==> src/rtl/mem_arbiter_pkg.sv <==
// Shared types for the SRAM port arbiter: FSM states, requester indices, request record.
// Latency: n/a (types and constants only).
// Backpressure: n/a.
// The request record is sized by the package widths. mem_arbiter casts its ADDR_W/DATA_W
// ports into and out of this record, so the package widths set the ceiling.
package mem_arbiter_pkg;

  localparam int REQ_ADDR_W = 16;
  localparam int REQ_DATA_W = 16;
  localparam int STARVE_W   = 8;   // holds STARVE_MAX up to 255

  localparam int N_REQ    = 3;
  localparam int REQ_BOOT = 0;
  localparam int REQ_DBG  = 1;
  localparam int REQ_CORE = 2;

  typedef enum logic [1:0] {
    IDLE   = 2'd0,
    ACCESS = 2'd1,
    DONE   = 2'd2
  } arb_state_t;

  typedef struct packed {
    logic                  wr;
    logic [REQ_ADDR_W-1:0] addr;
    logic [REQ_DATA_W-1:0] data;
  } req_t;

endpackage

==> src/rtl/mem_arbiter_pick.sv <==
// Winner selection: fixed priority boot > dbg > core, with a starvation override for the core.
// Latency: combinational.
// Backpressure: none; losers are not told, they simply keep requesting.
// Ports:
//   req        : request vector indexed by REQ_BOOT/REQ_DBG/REQ_CORE
//   starve_cnt : lost-arbitration count of the core
//   grant      : one-hot winner, all zero when nobody requests
module mem_arbiter_pick
  import mem_arbiter_pkg::*;
#(
  parameter int STARVE_MAX = 8
) (
  input  logic [N_REQ-1:0]    req,
  input  logic [STARVE_W-1:0] starve_cnt,
  output logic [N_REQ-1:0]    grant
);

  localparam logic [STARVE_W-1:0] STARVE_LIM = STARVE_W'(STARVE_MAX);

  logic core_forced;

  // The core only jumps the queue once it has lost STARVE_MAX times in a row.
  assign core_forced = req[REQ_CORE] && (starve_cnt == STARVE_LIM);

  always_comb begin
    grant = '0;
    if (core_forced) begin
      grant[REQ_CORE] = 1'b1;
    end else if (req[REQ_BOOT]) begin
      grant[REQ_BOOT] = 1'b1;
    end else if (req[REQ_DBG]) begin
      grant[REQ_DBG] = 1'b1;
    end else if (req[REQ_CORE]) begin
      grant[REQ_CORE] = 1'b1;
    end
  end

endmodule

==> src/rtl/mem_arbiter.sv <==
// Shares one SRAM port between boot loader, JTAG debug and core, one access at a time.
// Latency: request seen in IDLE (cycle 0) -> SRAM driven (cycle 1) -> ack pulse (cycle 2).
// Backpressure: requesters hold req until their ack; one access per 3 cycles.
// Ports:
//   i_clk, i_rstn                : clock, asynchronous active-low reset
//   i_{boot,dbg,core}{Req,Wr,Addr,Data} : requester inputs, held until ack
//   o_{boot,dbg,core}Ack         : one-cycle completion pulse
//   o_rdData                     : shared read data, valid in the ack cycle
//   o_memAddr/o_memData/o_memWr/o_memEn, i_memData : SRAM port
// Optional: MEM_ARBITER_STATS_EN adds o_{boot,dbg,core}Cnt saturating ack counters.
module mem_arbiter
  import mem_arbiter_pkg::*;
#(
  parameter int ADDR_W     = 16,
  parameter int DATA_W     = 16,
  parameter int STARVE_MAX = 8
) (
  input  logic              i_clk,
  input  logic              i_rstn,
  input  logic              i_bootReq,
  input  logic              i_bootWr,
  input  logic [ADDR_W-1:0] i_bootAddr,
  input  logic [DATA_W-1:0] i_bootData,
  input  logic              i_dbgReq,
  input  logic              i_dbgWr,
  input  logic [ADDR_W-1:0] i_dbgAddr,
  input  logic [DATA_W-1:0] i_dbgData,
  input  logic              i_coreReq,
  input  logic              i_coreWr,
  input  logic [ADDR_W-1:0] i_coreAddr,
  input  logic [DATA_W-1:0] i_coreData,
  output logic              o_bootAck,
  output logic              o_dbgAck,
  output logic              o_coreAck,
  output logic [DATA_W-1:0] o_rdData,
  output logic [ADDR_W-1:0] o_memAddr,
  output logic [DATA_W-1:0] o_memData,
  input  logic [DATA_W-1:0] i_memData,
  output logic              o_memWr,
  output logic              o_memEn
`ifdef MEM_ARBITER_STATS_EN
  ,
  output logic [15:0]       o_bootCnt,
  output logic [15:0]       o_dbgCnt,
  output logic [15:0]       o_coreCnt
`endif
);

  localparam logic [STARVE_W-1:0] STARVE_LIM = STARVE_W'(STARVE_MAX);

  arb_state_t          state, state_nxt;
  logic [N_REQ-1:0]    req_vec;
  logic [N_REQ-1:0]    grant;
  logic [N_REQ-1:0]    grant_q;
  logic [STARVE_W-1:0] starve_cnt;
  req_t                cap_sel;
  req_t                cap_q;
  logic [DATA_W-1:0]   rd_q;
  logic                arb_now;
  logic                core_lost;

  assign req_vec[REQ_BOOT] = i_bootReq;
  assign req_vec[REQ_DBG]  = i_dbgReq;
  assign req_vec[REQ_CORE] = i_coreReq;

  mem_arbiter_pick #(
    .STARVE_MAX (STARVE_MAX)
  ) u_pick (
    .req        (req_vec),
    .starve_cnt (starve_cnt),
    .grant      (grant)
  );

  // Arbitration happens only in IDLE; later changes on the request lines are ignored
  // because the winner's fields are captured here.
  assign arb_now   = (state == IDLE) && (|req_vec);
  assign core_lost = req_vec[REQ_CORE] && !grant[REQ_CORE];

  always_comb begin
    cap_sel = '0;
    if (grant[REQ_BOOT]) begin
      cap_sel.wr   = i_bootWr;
      cap_sel.addr = REQ_ADDR_W'(i_bootAddr);
      cap_sel.data = REQ_DATA_W'(i_bootData);
    end else if (grant[REQ_DBG]) begin
      cap_sel.wr   = i_dbgWr;
      cap_sel.addr = REQ_ADDR_W'(i_dbgAddr);
      cap_sel.data = REQ_DATA_W'(i_dbgData);
    end else if (grant[REQ_CORE]) begin
      cap_sel.wr   = i_coreWr;
      cap_sel.addr = REQ_ADDR_W'(i_coreAddr);
      cap_sel.data = REQ_DATA_W'(i_coreData);
    end
  end

  always_comb begin
    state_nxt = state;
    case (state)
      IDLE:    if (|req_vec) state_nxt = ACCESS;
      ACCESS:  state_nxt = DONE;
      DONE:    state_nxt = IDLE;
      default: state_nxt = IDLE;
    endcase
  end

  always_ff @(posedge i_clk or negedge i_rstn) begin
    if (!i_rstn) begin
      state <= IDLE;
    end else begin
      state <= state_nxt;
    end
  end

  always_ff @(posedge i_clk or negedge i_rstn) begin
    if (!i_rstn) begin
      cap_q   <= '0;
      grant_q <= '0;
    end else if (arb_now) begin
      cap_q   <= cap_sel;
      grant_q <= grant;
    end
  end

  // Counts consecutive lost arbitrations of a requesting core; idle core leaves it alone.
  always_ff @(posedge i_clk or negedge i_rstn) begin
    if (!i_rstn) begin
      starve_cnt <= '0;
    end else if (arb_now) begin
      if (grant[REQ_CORE]) begin
        starve_cnt <= '0;
      end else if (core_lost && (starve_cnt != STARVE_LIM)) begin
        starve_cnt <= starve_cnt + 1'b1;
      end
    end
  end

  // Read data is captured at the edge that closes ACCESS and held until the next read.
  always_ff @(posedge i_clk or negedge i_rstn) begin
    if (!i_rstn) begin
      rd_q <= '0;
    end else if ((state == ACCESS) && !cap_q.wr) begin
      rd_q <= i_memData;
    end
  end

  // Strobes decode straight from the state register so an asynchronous reset
  // drops them in the same cycle.
  assign o_memEn   = (state == ACCESS);
  assign o_memWr   = (state == ACCESS) && cap_q.wr;
  assign o_memAddr = ADDR_W'(cap_q.addr);
  assign o_memData = DATA_W'(cap_q.data);
  assign o_rdData  = rd_q;

  assign o_bootAck = (state == DONE) && grant_q[REQ_BOOT];
  assign o_dbgAck  = (state == DONE) && grant_q[REQ_DBG];
  assign o_coreAck = (state == DONE) && grant_q[REQ_CORE];

`ifdef MEM_ARBITER_STATS_EN
  logic [15:0] boot_cnt_q, dbg_cnt_q, core_cnt_q;

  always_ff @(posedge i_clk or negedge i_rstn) begin
    if (!i_rstn) begin
      boot_cnt_q <= '0;
      dbg_cnt_q  <= '0;
      core_cnt_q <= '0;
    end else begin
      if (o_bootAck && (boot_cnt_q != 16'hFFFF)) boot_cnt_q <= boot_cnt_q + 16'd1;
      if (o_dbgAck  && (dbg_cnt_q  != 16'hFFFF)) dbg_cnt_q  <= dbg_cnt_q  + 16'd1;
      if (o_coreAck && (core_cnt_q != 16'hFFFF)) core_cnt_q <= core_cnt_q + 16'd1;
    end
  end

  assign o_bootCnt = boot_cnt_q;
  assign o_dbgCnt  = dbg_cnt_q;
  assign o_coreCnt = core_cnt_q;
`else
  // Statistics build option off: no counters exist.
`endif

endmodule
==> config.mk <==
export PLATFORM = sky130hd
export DESIGN_NAME = mem_arbiter
export DESIGN_NICKNAME = d
export VERILOG_FILES = /design/src/rtl/mem_arbiter_pkg.sv /design/src/rtl/mem_arbiter_pick.sv /design/src/rtl/mem_arbiter.sv
export SDC_FILE = /design/constraint.sdc
export NUM_CORES = 1
export LEC_CHECK = 0
export ABC_AREA = 1
export ABC_CLOCK_PERIOD_IN_PS = 2000
export CAP_MARGIN = 40
export CORE_AREA = 5 5 100 102
export DETAILED_ROUTE_END_ITERATION = 8
export DIE_AREA = 0 0 105 107
export GPL_TIMING_DRIVEN = 0
export PLACE_DENSITY = 0.81
export SLEW_MARGIN = 20
export SYNTH_ARGS = -nofsm -noshare
export SYNTH_HDL_FRONTEND = slang
export SYNTH_HIERARCHICAL = 1
export SYNTH_SLANG_ARGS = --single-unit
==> constraint.sdc <==
create_clock -name i_clk -period 2 [get_ports i_clk]
set_input_delay 0.3 -clock i_clk [delete_from_list [all_inputs] [get_ports i_clk]]
set_output_delay 0.3 -clock i_clk [all_outputs]
set_load 0.005 [all_outputs]
==> results.md <==
* Cell count after synthesis at approximately 470
* Worst Path Buf+Inv at 2
* Worst flop-to-flop path startpoint: starve_cnt[1]
* Post-synthesis sequential area ratio at 42.08%
* Yosys top cell by area: dfrtp_1
* Final wirelength at around 12 mm
* Router iterations before antenna repair at 5
* Worst reg-to-reg path cell count at 9
* Initial antenna violation count at 0
* Peak VDD IR at around 0.0008 V
* Adder-cell share of the synthesized area at less than 1%
* Synthesized flop and latch total at 62
* Routed vias/inst at roughly 4.9
* Worst min path class: in -> async
* Distinct cells, synth at 29
* DRC at 0
* Met1 usage at 24.43%
* First-pass GRT wire length at between 15 and 20 mm
* Final antenna-violating net count at 0
* Leakage at 2.545 nW
* Final Non-Filler Cells at approximately 780
* Layout area overhead at 57.65%
* RSZ-0062 raised after global routing: no
* CTS tree: yes
* DP Worst Slack at -243.9 ps
* Largest family of logic cells by synthesized area: simple AND/OR/NAND/NOR gates
* Avg Cell Area, Syn at 7.779 um2
* Final-report max-slew violation count at 0
* Row cnt at 35
* DP HPWL at between 8 and 9 mm
* H-tree levels at 3
* Syn_nets at around 600
* NumNets Final at approximately 800
* Layout cells sized above 1 at between 10% and 20%
* Reg-to-reg setup timing slack at between 150 and 200 ps
* Placed cells at 758
* Worst-Margin Slew at 546.1 ps
* Reg-to-reg endpoint: o_memData[2]
* CP startpoint kind: flip-flop
* CP max FO at 4
* Num Clock Sinks at a little over 60
* Worst Setup EP: o_coreAck
* Reg area at 0.001551 mm2
* Clock buffer depth at 2
* Clk_lat worst skew at 340 ps
* Crit path from: state[0]
* GRT Total Usage at between 20% and 30%
* Synth Warn # at 6
* Worst-path clk slew at around 80 ps
* DR vias at roughly 3800
* Fin crit period at 1858 ps
* Top-level port count at about 170
* Slowest cell on crit path: clkdlybuf4s50_1
* Tot Pwr at between 7 and 8 mW
* M2 GR Usage at 36.24%
* Hold Fails Final Rpt at 0
* Via count of the first global-routing pass at 3936
* Area of the multi-input gates at 0.001663 mm2
* CP Depth at 4
* Drt wl/cell at 15.31 um
* Die footprint at around 0.011 mm2
* Relative slew slack at 63.59%
* Mux cell area share after synthesis at between 5 and 6%
* Crit-path leading delay family: buffers and inverters
* Worst Path Arrival at 1560 ps
* Die Span Y at 107 um
* Largest net degree at the start of global routing at between 40 and 50
* Crit share post-route at 92.92%
* Clock root buffer: clkbuf_8
* Critical Path End Type: output pin
* Port-buffer cells at between 150 and 200
* GR peak layer: met2
* P per Cell Area at around 1300 mW/mm2
* Final setup fails at 0
* Antenna cells at 0
* Die width at 105 um
* Grt met3 use at between 5 and 6%
* Yosys top cell area share at 42.08%
* Max cap viols at 0
* Worst EP required at 1700 ps
* Kind of critical path: reg -> out
* Max frequency at roughly 540 MHz
* Gpl congestion at roughly 0.9
* Mapped Area at around 0.0037 mm2
* Synth Area in Compound Gates at between 10% and 20%
* Worst-path cell chain: inv_1 -> nand2_1 -> nor2_1 -> clkdlybuf4s50_1
* Top cells by area in the synthesized netlist: dfrtp_1, nand2_1, a21oi_1
* Total negative slack at 0 ps
* Simple-Gate Fraction of Synth Area at 23.14%
* Setup Fix Bufs, Post-CTS at 0
* DR iter-0 viols at 190
* Core area at approximately 0.0090 mm2
* Fillers at approximately 790
* Outcome: complete, no violations
* Final WS setup at about 140 ps
* Max incr delay on CP at 530 ps
* TritonCTS Buffers at 9
* Clock skew at roughly 9.9 ps
* GRT overflow at 0
* Post-synthesis xor/xnor area fraction at less than 1%
* Initial Util at 40.87%
==> synth_stat cells <==
master    number
buf_12         1
o21ai_1        2
mux2_2         6
xor2_1         2
nand2_1      135
clkbuf_1       8
ha_1           2
nor2_2         3
a21oi_1       65
buf_2         13
dfrtp_1       62
nand3b_1       2
clkinv_1       1
nand2_4        1
nor2_8         2
buf_4         33
nor2_1        54
nand2_2        1
buf_6          4
mux2_4        10
o21bai_1       2
nor3_1         1
inv_1         15
nand3_1        7
a31o_2         1
a22oi_1        1
inv_2          2
o21ai_0       36
nand4_1        2
==> registers in the layout, indices dropped and copies added (netlist names) <==
| name | cells |
|---|---|
| o_memData | 16 |
| starve_cnt | 8 |
| o_rdData | 16 |
| state | 2 |
| grant_q | 3 |
| o_memAddr | 16 |
| cap_q | 1 |
==> metrics by stage <==
stage,util (%),hold slack (ps),cell area [um2]
5_1_grt,64.44,403.8,5813
2_1_floorplan,-,4.409,3687
3_5_place_dp,61.69,200.9,5565
4_1_cts,64.29,369.0,5799
3_3_place_gp,61.50,474.2,5548
6_report,64.44,384.5,5813
==> cell usage in the layout (no fill, tap or decap), types with 3 or more instances in the layout <==
| cell type | synthesis | layout |
|---|---|---|
| clkdlybuf4s50_1 | 0 | 170 |
| nand2_1 | 135 | 135 |
| mux2_2 | 6 | 6 |
| mux2_4 | 10 | 10 |
| inv_1 | 15 | 15 |
| a21oi_1 | 65 | 65 |
| clkbuf_8 | 0 | 9 |
| nor2_2 | 3 | 4 |
| nor2_1 | 54 | 53 |
| o21ai_0 | 36 | 35 |
| buf_2 | 13 | 10 |
| nand3_1 | 7 | 7 |
| clkinv_4 | 0 | 3 |
| o21ai_1 | 2 | 3 |
| buf_6 | 4 | 4 |
| dfrtp_1 | 62 | 62 |
| clkbuf_1 | 8 | 6 |
| buf_4 | 33 | 35 |
==> where the power goes <==
group          internal, mW  switching (mW)  leakage, nW
Clock                 0.705           0.520        0.109
Sequential             1.86           0.349        0.740
Combinational          2.33            1.59         1.70
==> cell families (layout without fill, tap and decap cells) <==
family          after synthesis  count (layout)
simple gates                208             208
xor+xnor                      2               2
flops                        62              62
compound gates              107             107
mux                          16              16
buf+inv                      77             267
fa+ha+maj                     2               2
==> repair_timing <==
item	in CTS	in global routing
endpoints found under the setup margin	1	20
endpoints found under the hold margin	19	0
hold buffers	1	0
resized for setup	1	9
cloned	0	0
pin swaps	0	0
==> final cells by class <==
type / count / share of cell area (%)
Buffer: 59 / 7.189
Clock buffer: 9 / 2.131
Clock inverter: 7 / 1.700
Inverter: 18 / 1.162
Multi-Input combinational cell: 335 / 28.61
Sequential cell: 62 / 26.69
Tap cell: 111 / 2.389
Timing Repair Buffer: 174 / 30.13
==> worst min path at each step <==
stage	startpoint	endpoint	slack (ps)	depth (start not counted)
finish	i_rstn	o_memAddr[3]	380	2
global route	i_rstn	o_memAddr[3]	400	2
CTS	i_rstn	o_memAddr[4]	370	2
detailed placement	i_rstn	o_memAddr[4]	200	1
global placement	grant_q[0]	grant_q[0]	470	2
floorplan	i_rstn	cap_q[32]	4	0
==> per-layer routing <==
metal	part of all wire (%)	up-vias
li1	-	1865
met1	41	1768
met2	49	138
met3	7.3	25
met4	2.3	0
met5	0	-
No activity file was read; power rests on OpenSTA's default activity.
==> patch 1, RTL diff (same flow settings) <==
Put a register stage on the output `o_dbgAck`. The value now appears one clock later. The other outputs are not delayed to match.
--- a/src/rtl/mem_arbiter.sv
+++ b/src/rtl/mem_arbiter.sv
@@ -152,7 +152,9 @@
   assign o_rdData  = rd_q;
 
   assign o_bootAck = (state == DONE) && grant_q[REQ_BOOT];
-  assign o_dbgAck  = (state == DONE) && grant_q[REQ_DBG];
+  always_ff @(posedge i_clk) begin
+    o_dbgAck <= (state == DONE) && grant_q[REQ_DBG];
+  end
   assign o_coreAck = (state == DONE) && grant_q[REQ_CORE];
 
 `ifdef MEM_ARBITER_STATS_EN
Formal check against the unedited RTL: not equivalent (Yosys sat finds a counterexample within 4 cycles, from zero or initial values and one cycle with i_rstn low).
==> patch 1 against the original RTL <==
Total power fell by 0.86%. Synthesized cell count rose by 0.21%. Setup slack got worse by 0.0047 ns. Global-route usage rose by 0.34 points. Non-clock buffer count did not move. Core utilization barely moved. Routed wire length rose by 2.0%. Synthesized area rose by 0.54%. Final area barely moved. Sequential cell count rose by 1.
==> patch 1: results (changes against the original RTL) <==
reg-to-reg critical path startpoint - starve_cnt[1]
first-pass GRT wire length - 19,200 µm (+0.66%)
htree depth - 3 (unchanged)
Least-Margin Pin Slew - 0.509 ns (-0.0370 ns)
routing usage on met2 - 36.2% (-0.090 points)
CTS max path bufs - 2 (unchanged)
met1 WL - 4920 µm (+1.3%)
GR Layer Usage met3 - 6.68% (+0.84 points)
Post-synth top cells - nand2_1, a21oi_1, dfrtp_1
share of cells above drive strength 1 - 14.9% (+0.13 points)
total iterations of the first detailed-routing run - 5 (unchanged)
leakage - 0.00254 µW (-0.30%)
# fillers - 746 (-5.1%)
R2R Setup Slk - 0.14 ns (-0.03 ns)
Critical-path top delay cell - dfrtp_1
Synth warnings - 6 (unchanged)
DR vias - 3,817 (+0.55%)
outcome - completed
met1 usage - 25.5% (+1.0 points)
register area share after synthesis - 42.4% (+0.31 points)
CP startpoint - starve_cnt[1]
crit-path max FO - 10 (+6)
number of global-route vias before repair - 3,899 (-0.94%)
CP Data Arrival Time - 2.08 ns (+0.52 ns)
pre-CTS setup slack - -0.329 ns (-0.0854 ns)
drt wl/cell - 15.6 µm (+1.9%)
syn nets - 597 (+0.17%)
count of cell types in the netlist - 30 (+3.4%)
Largest stage delay, worst path - 0.44 ns (-0.09 ns)
number of port buffers - 172 (unchanged)
clock buffer count from CTS - 9 (unchanged)
Post-DP Area - 5590 µm² (+0.36%)
met3 wire length - 961 µm (+10%)
Setup Skew - 0.0112 ns (+0.00129 ns)
antenna diode count - 0 (unchanged)
Most used DFF post-synth - dfrtp_1
final slew viol count - 0 (unchanged)
met2 WL - 5920 µm (+1.0%)
largest net degree at the start of global routing - 37 (-16%)
post-DP HPWL - 9350 µm (+4.1%)
Post-layout nets - 782 (+0.13%)
All-Layer GR Usage - 21.2% (+0.34 points)
final worst path period share - 93.2% (+0.24 points)
cell depth of the worst flop-to-flop path - 8 (-1)
switching part of the total power - 33.8% (+0.42 points)
hold crit path type - input pin to asynchronous set/reset pin
DR top layer - met4
CP top delay family - simple AND/OR/NAND/NOR gates
Area contributors post-synth - dfrtp_1, nand2_1, a21oi_1
initial DRC count - 240 (+26%)
Post-synth ARST share - 98.4% (-1.6 points)
clk root buf - clkbuf_8
maximum vdd drop - 0.685 mV (-16%)
Setup crit end - o_memData[11]
GP Congestion - 0.869 (-2.9%)
Clk pin slew, worst setup/hold paths - 0.08 ns (about the same)
antenna violations before repair - 0 (unchanged)
patch 1: cell types whose count changed after synthesis:
cell,change
dfxtp_1,+1
patch 1: repair_timing:
item	CTS	global route
endpoints found under the setup margin	1	28
setup buffers	0	0
pin swaps	0	0
hold buffers	1	0
gates resized for setup	1	15
endpoints found under the hold margin	26	0
patch 1: power by group through the flow:
stage / clock [µW] / sequential [µW] / combinational (µW)
after floorplan: 0 / 2190 / 2150
after global placement: 0 / 2210 / 3840
after detailed placement: 0 / 2240 / 3950
after CTS: 1150 / 2220 / 3970
after global routing: 1210 / 2310 / 4250
final: 1130 / 2220 / 3930
patch 1: metrics by stage:
step	std cells	hold slack (ns)	utilization [%]
after floorplan	475	0.00441	-
after global placement	758	0.463	61.7
after detailed placement	759	0.233	61.9
after CTS	776	0.403	64.2
after global routing	776	0.425	64.5
final	776	0.404	64.5
patch 1: layout make-up:
class / count / area, µm² / area share, %
Timing Repair Buffer: 174 / 1750 / 30.1
Multi-Input combinational cell: 335 / 1660 / 28.6
Sequential cell: 63 / 1570 / 27.0
Buffer: 59 / 422 / 7.25
Clock buffer: 11 / 141 / 2.43
Tap cell: 111 / 139 / 2.39
Inverter: 18 / 67.6 / 1.16
Clock inverter: 5 / 57.6 / 0.990
patch 1: cell families (layout without fill, tap and decap cells):
| kind of cell | count (synthesis) | in the layout | share of synthesized area, % |
|---|---|---|---|
| compound gates | 107 | 107 | 14.7 |
| simple gates | 208 | 208 | 23.0 |
| fa+ha+maj | 2 | 2 | 0.675 |
| buf+inv | 77 | 267 | 12.8 |
| xor+xnor | 2 | 2 | 0.473 |
| flops | 63 | 63 | 42.4 |
| mux | 16 | 16 | 5.87 |
==> patch 2, RTL diff (config.mk and constraints unchanged) <==
Without the edit above. Set the parameter `ADDR_W` to 15 (it was 16).
--- a/src/rtl/mem_arbiter.sv
+++ b/src/rtl/mem_arbiter.sv
@@ -11,7 +11,7 @@
 module mem_arbiter
   import mem_arbiter_pkg::*;
 #(
-  parameter int ADDR_W     = 16,
+  parameter int ADDR_W     = 15,
   parameter int DATA_W     = 16,
   parameter int STARVE_MAX = 8
 ) (
Ports: changed (resized i_bootAddr, i_coreAddr, i_dbgAddr and o_memAddr); port bits go from 173 to 169. No check against the original RTL was run, so the function may have changed too.
==> patch 2 against the original RTL <==
Final area decreased by 2.0%. Highest routed layer unchanged. Register-to-register slack about the same. Core utilization decreased by 1.3 points. Critical path depth unchanged. Routed wire length decreased by 4.3%. Largest cell class unchanged. Synthesized area decreased by 1.8%. Largest power group unchanged. Die area unchanged. Combinational power decreased by 2%. Sequential cell count decreased by 1. Setup slack got worse by 0.0016 ns. Total power decreased by 2.3%.
==> patch 2: results (changes against the original RTL) <==
count of cell types in the netlist - 27 (-6.9%)
Worst-Skew Late Latency - 0.34 ns (about the same)
outcome - completed
sequential portion of the cell area - 26.8% (+0.11 points)
Post-layout nets - 764 (-2.2%)
Setup Skew - 0.00971 ns (-0.000210 ns)
maximum vdd drop - 0.709 mV (-13%)
CP Data Arrival Time - 1.56 ns (about the same)
syn nets - 583 (-2.2%)
multi-input gates - 328 (-2.1%)
ClkCell Share - 3.62% (-0.21 points)
GP Congestion - 0.866 (-3.2%)
routing usage on met2 - 34.2% (-2.0 points)
mux share of post-synthesis cell area - 6.01% (+0.11 points)
post-DP HPWL - 8860 µm (-1.4%)
drt wl/cell - 14.9 µm (-2.6%)
Area contributors post-synth - dfrtp_1, nand2_1, a21oi_1
GR Layer Usage met3 - 5.90% (+0.060 points)
# fillers - 764 (-2.8%)
share of cells above drive strength 1 - 15.2% (+0.47 points)
number of port buffers - 168 (-2.3%)
first-pass GRT wire length - 18,100 µm (-5.2%)
largest net degree at the start of global routing - 35 (-20%)
clock buffers - 11 (+2)
met1 usage - 23.7% (-0.77 points)
Layout non-clock buf frac - 37.2% (-0.12 points)
area of the multi-input gates - 1630 µm² (-1.8%)
hold crit path type - input pin to asynchronous set/reset pin
Synth warnings - 6 (unchanged)
Post-synth ARST share - 100% (unchanged)
XOR/XNOR share of the synthesized area - 0.484% (+0.0089 points)
met1 WL - 4710 µm (-3.0%)
DR top layer - met4
Most used DFF post-synth - dfrtp_1
# Post-CTS Setup Buffers - 0 (unchanged)
Post-synth top cells - nand2_1, dfrtp_1, a21oi_1
DR vias - 3,716 (-2.1%)
htree depth - 3 (unchanged)
total iterations of the first detailed-routing run - 4 (-1)
met2 WL - 5650 µm (-3.7%)
register area share after synthesis - 42.2% (+0.094 points)
FF+latch count, synth - 61 (-1.6%)
met3 wire length - 863 µm (-0.80%)
clk root buf - clkbuf_8
post-synthesis adder-cell area fraction - 0.691% (+0.013 points)
Die Width - 105 µm (unchanged)
Compound-Gate Fraction of Synth Area - 15.1% (+0.28 points)
Post-DP Area - 5460 µm² (-1.9%)
Clk pin slew, worst setup/hold paths - 0.07 ns
Least-Margin Pin Slew - 0.391 ns (-0.155 ns)
All-Layer GR Usage - 19.7% (-1.2 points)
leakage - 0.00247 µW (-2.9%)
nonclk inv count - 18 (unchanged)
Non-clk bufs - 227 (-2.6%)
initial DRC count - 141 (-26%)
-- patch 2: cell count changes after synthesis, moves of 2 or more --
cell / change
a21oi_2: +4
inv_1: +2
nand2_1: -3
nor2_8: -2
a21oi_1: -6
buf_2: -3
inv_2: -2
nor2_4: +2
-- patch 2: report_power, final --
| group | internal, µW | switching, µW | total (µW) |
|---|---|---|---|
| sequential | 1830 | 326 | 2160 |
| combinational | 2300 | 1550 | 3850 |
| clock | 696 | 478 | 1170 |
| total | 4830 | 2360 | 7180 |
-- patch 2: final timing paths --
kind | start | endpoint | slack (ns) | cells past startpoint
min in group i_clk | grant_q[0] | grant_q[0] | 0.50 | 2
worst max-delay path | state[0] | o_coreAck | 0.14 | 4
worst min register to register | grant_q[0] | grant_q[0] | 0.50 | 2
max in group asynchronous | i_rstn | o_memData[0] | 1.07 | 3
worst max register to register | starve_cnt[1] | o_memAddr[6] | 0.17 | 9
worst min-delay path | i_rstn | o_memData[7] | 0.42 | 2
-- patch 2: what timing repair did --
action | in CTS | in global routing
endpoints found under the setup margin | 14 | 23
resized for setup | 2 | 18
hold buffers | 1 | 0
endpoints found under the hold margin | 27 | 0
-- patch 2: metrics by stage --
step | hold slack, ns | setup slack [ns] | instances | power, µW | utilization, %
floorplan | 0.00441 | 0.423 | 464 | 4260 | -
global placement | 0.477 | -1.42 | 743 | 5930 | 60.3
detailed placement | 0.253 | -0.338 | 744 | 6050 | 60.5
CTS | 0.426 | 0.0971 | 761 | 7260 | 62.9
global route | 0.450 | 0.0000790 | 761 | 7690 | 63.1
finish | 0.417 | 0.140 | 761 | 7180 | 63.1
-- patch 2: worst max-delay path: stages (launching register included) --
cell and delay [ns]:
dfrtp_1 0.37, inv_1 0.12, nand2_1 0.10, nor2_1 0.10, clkdlybuf4s50_1 0.53
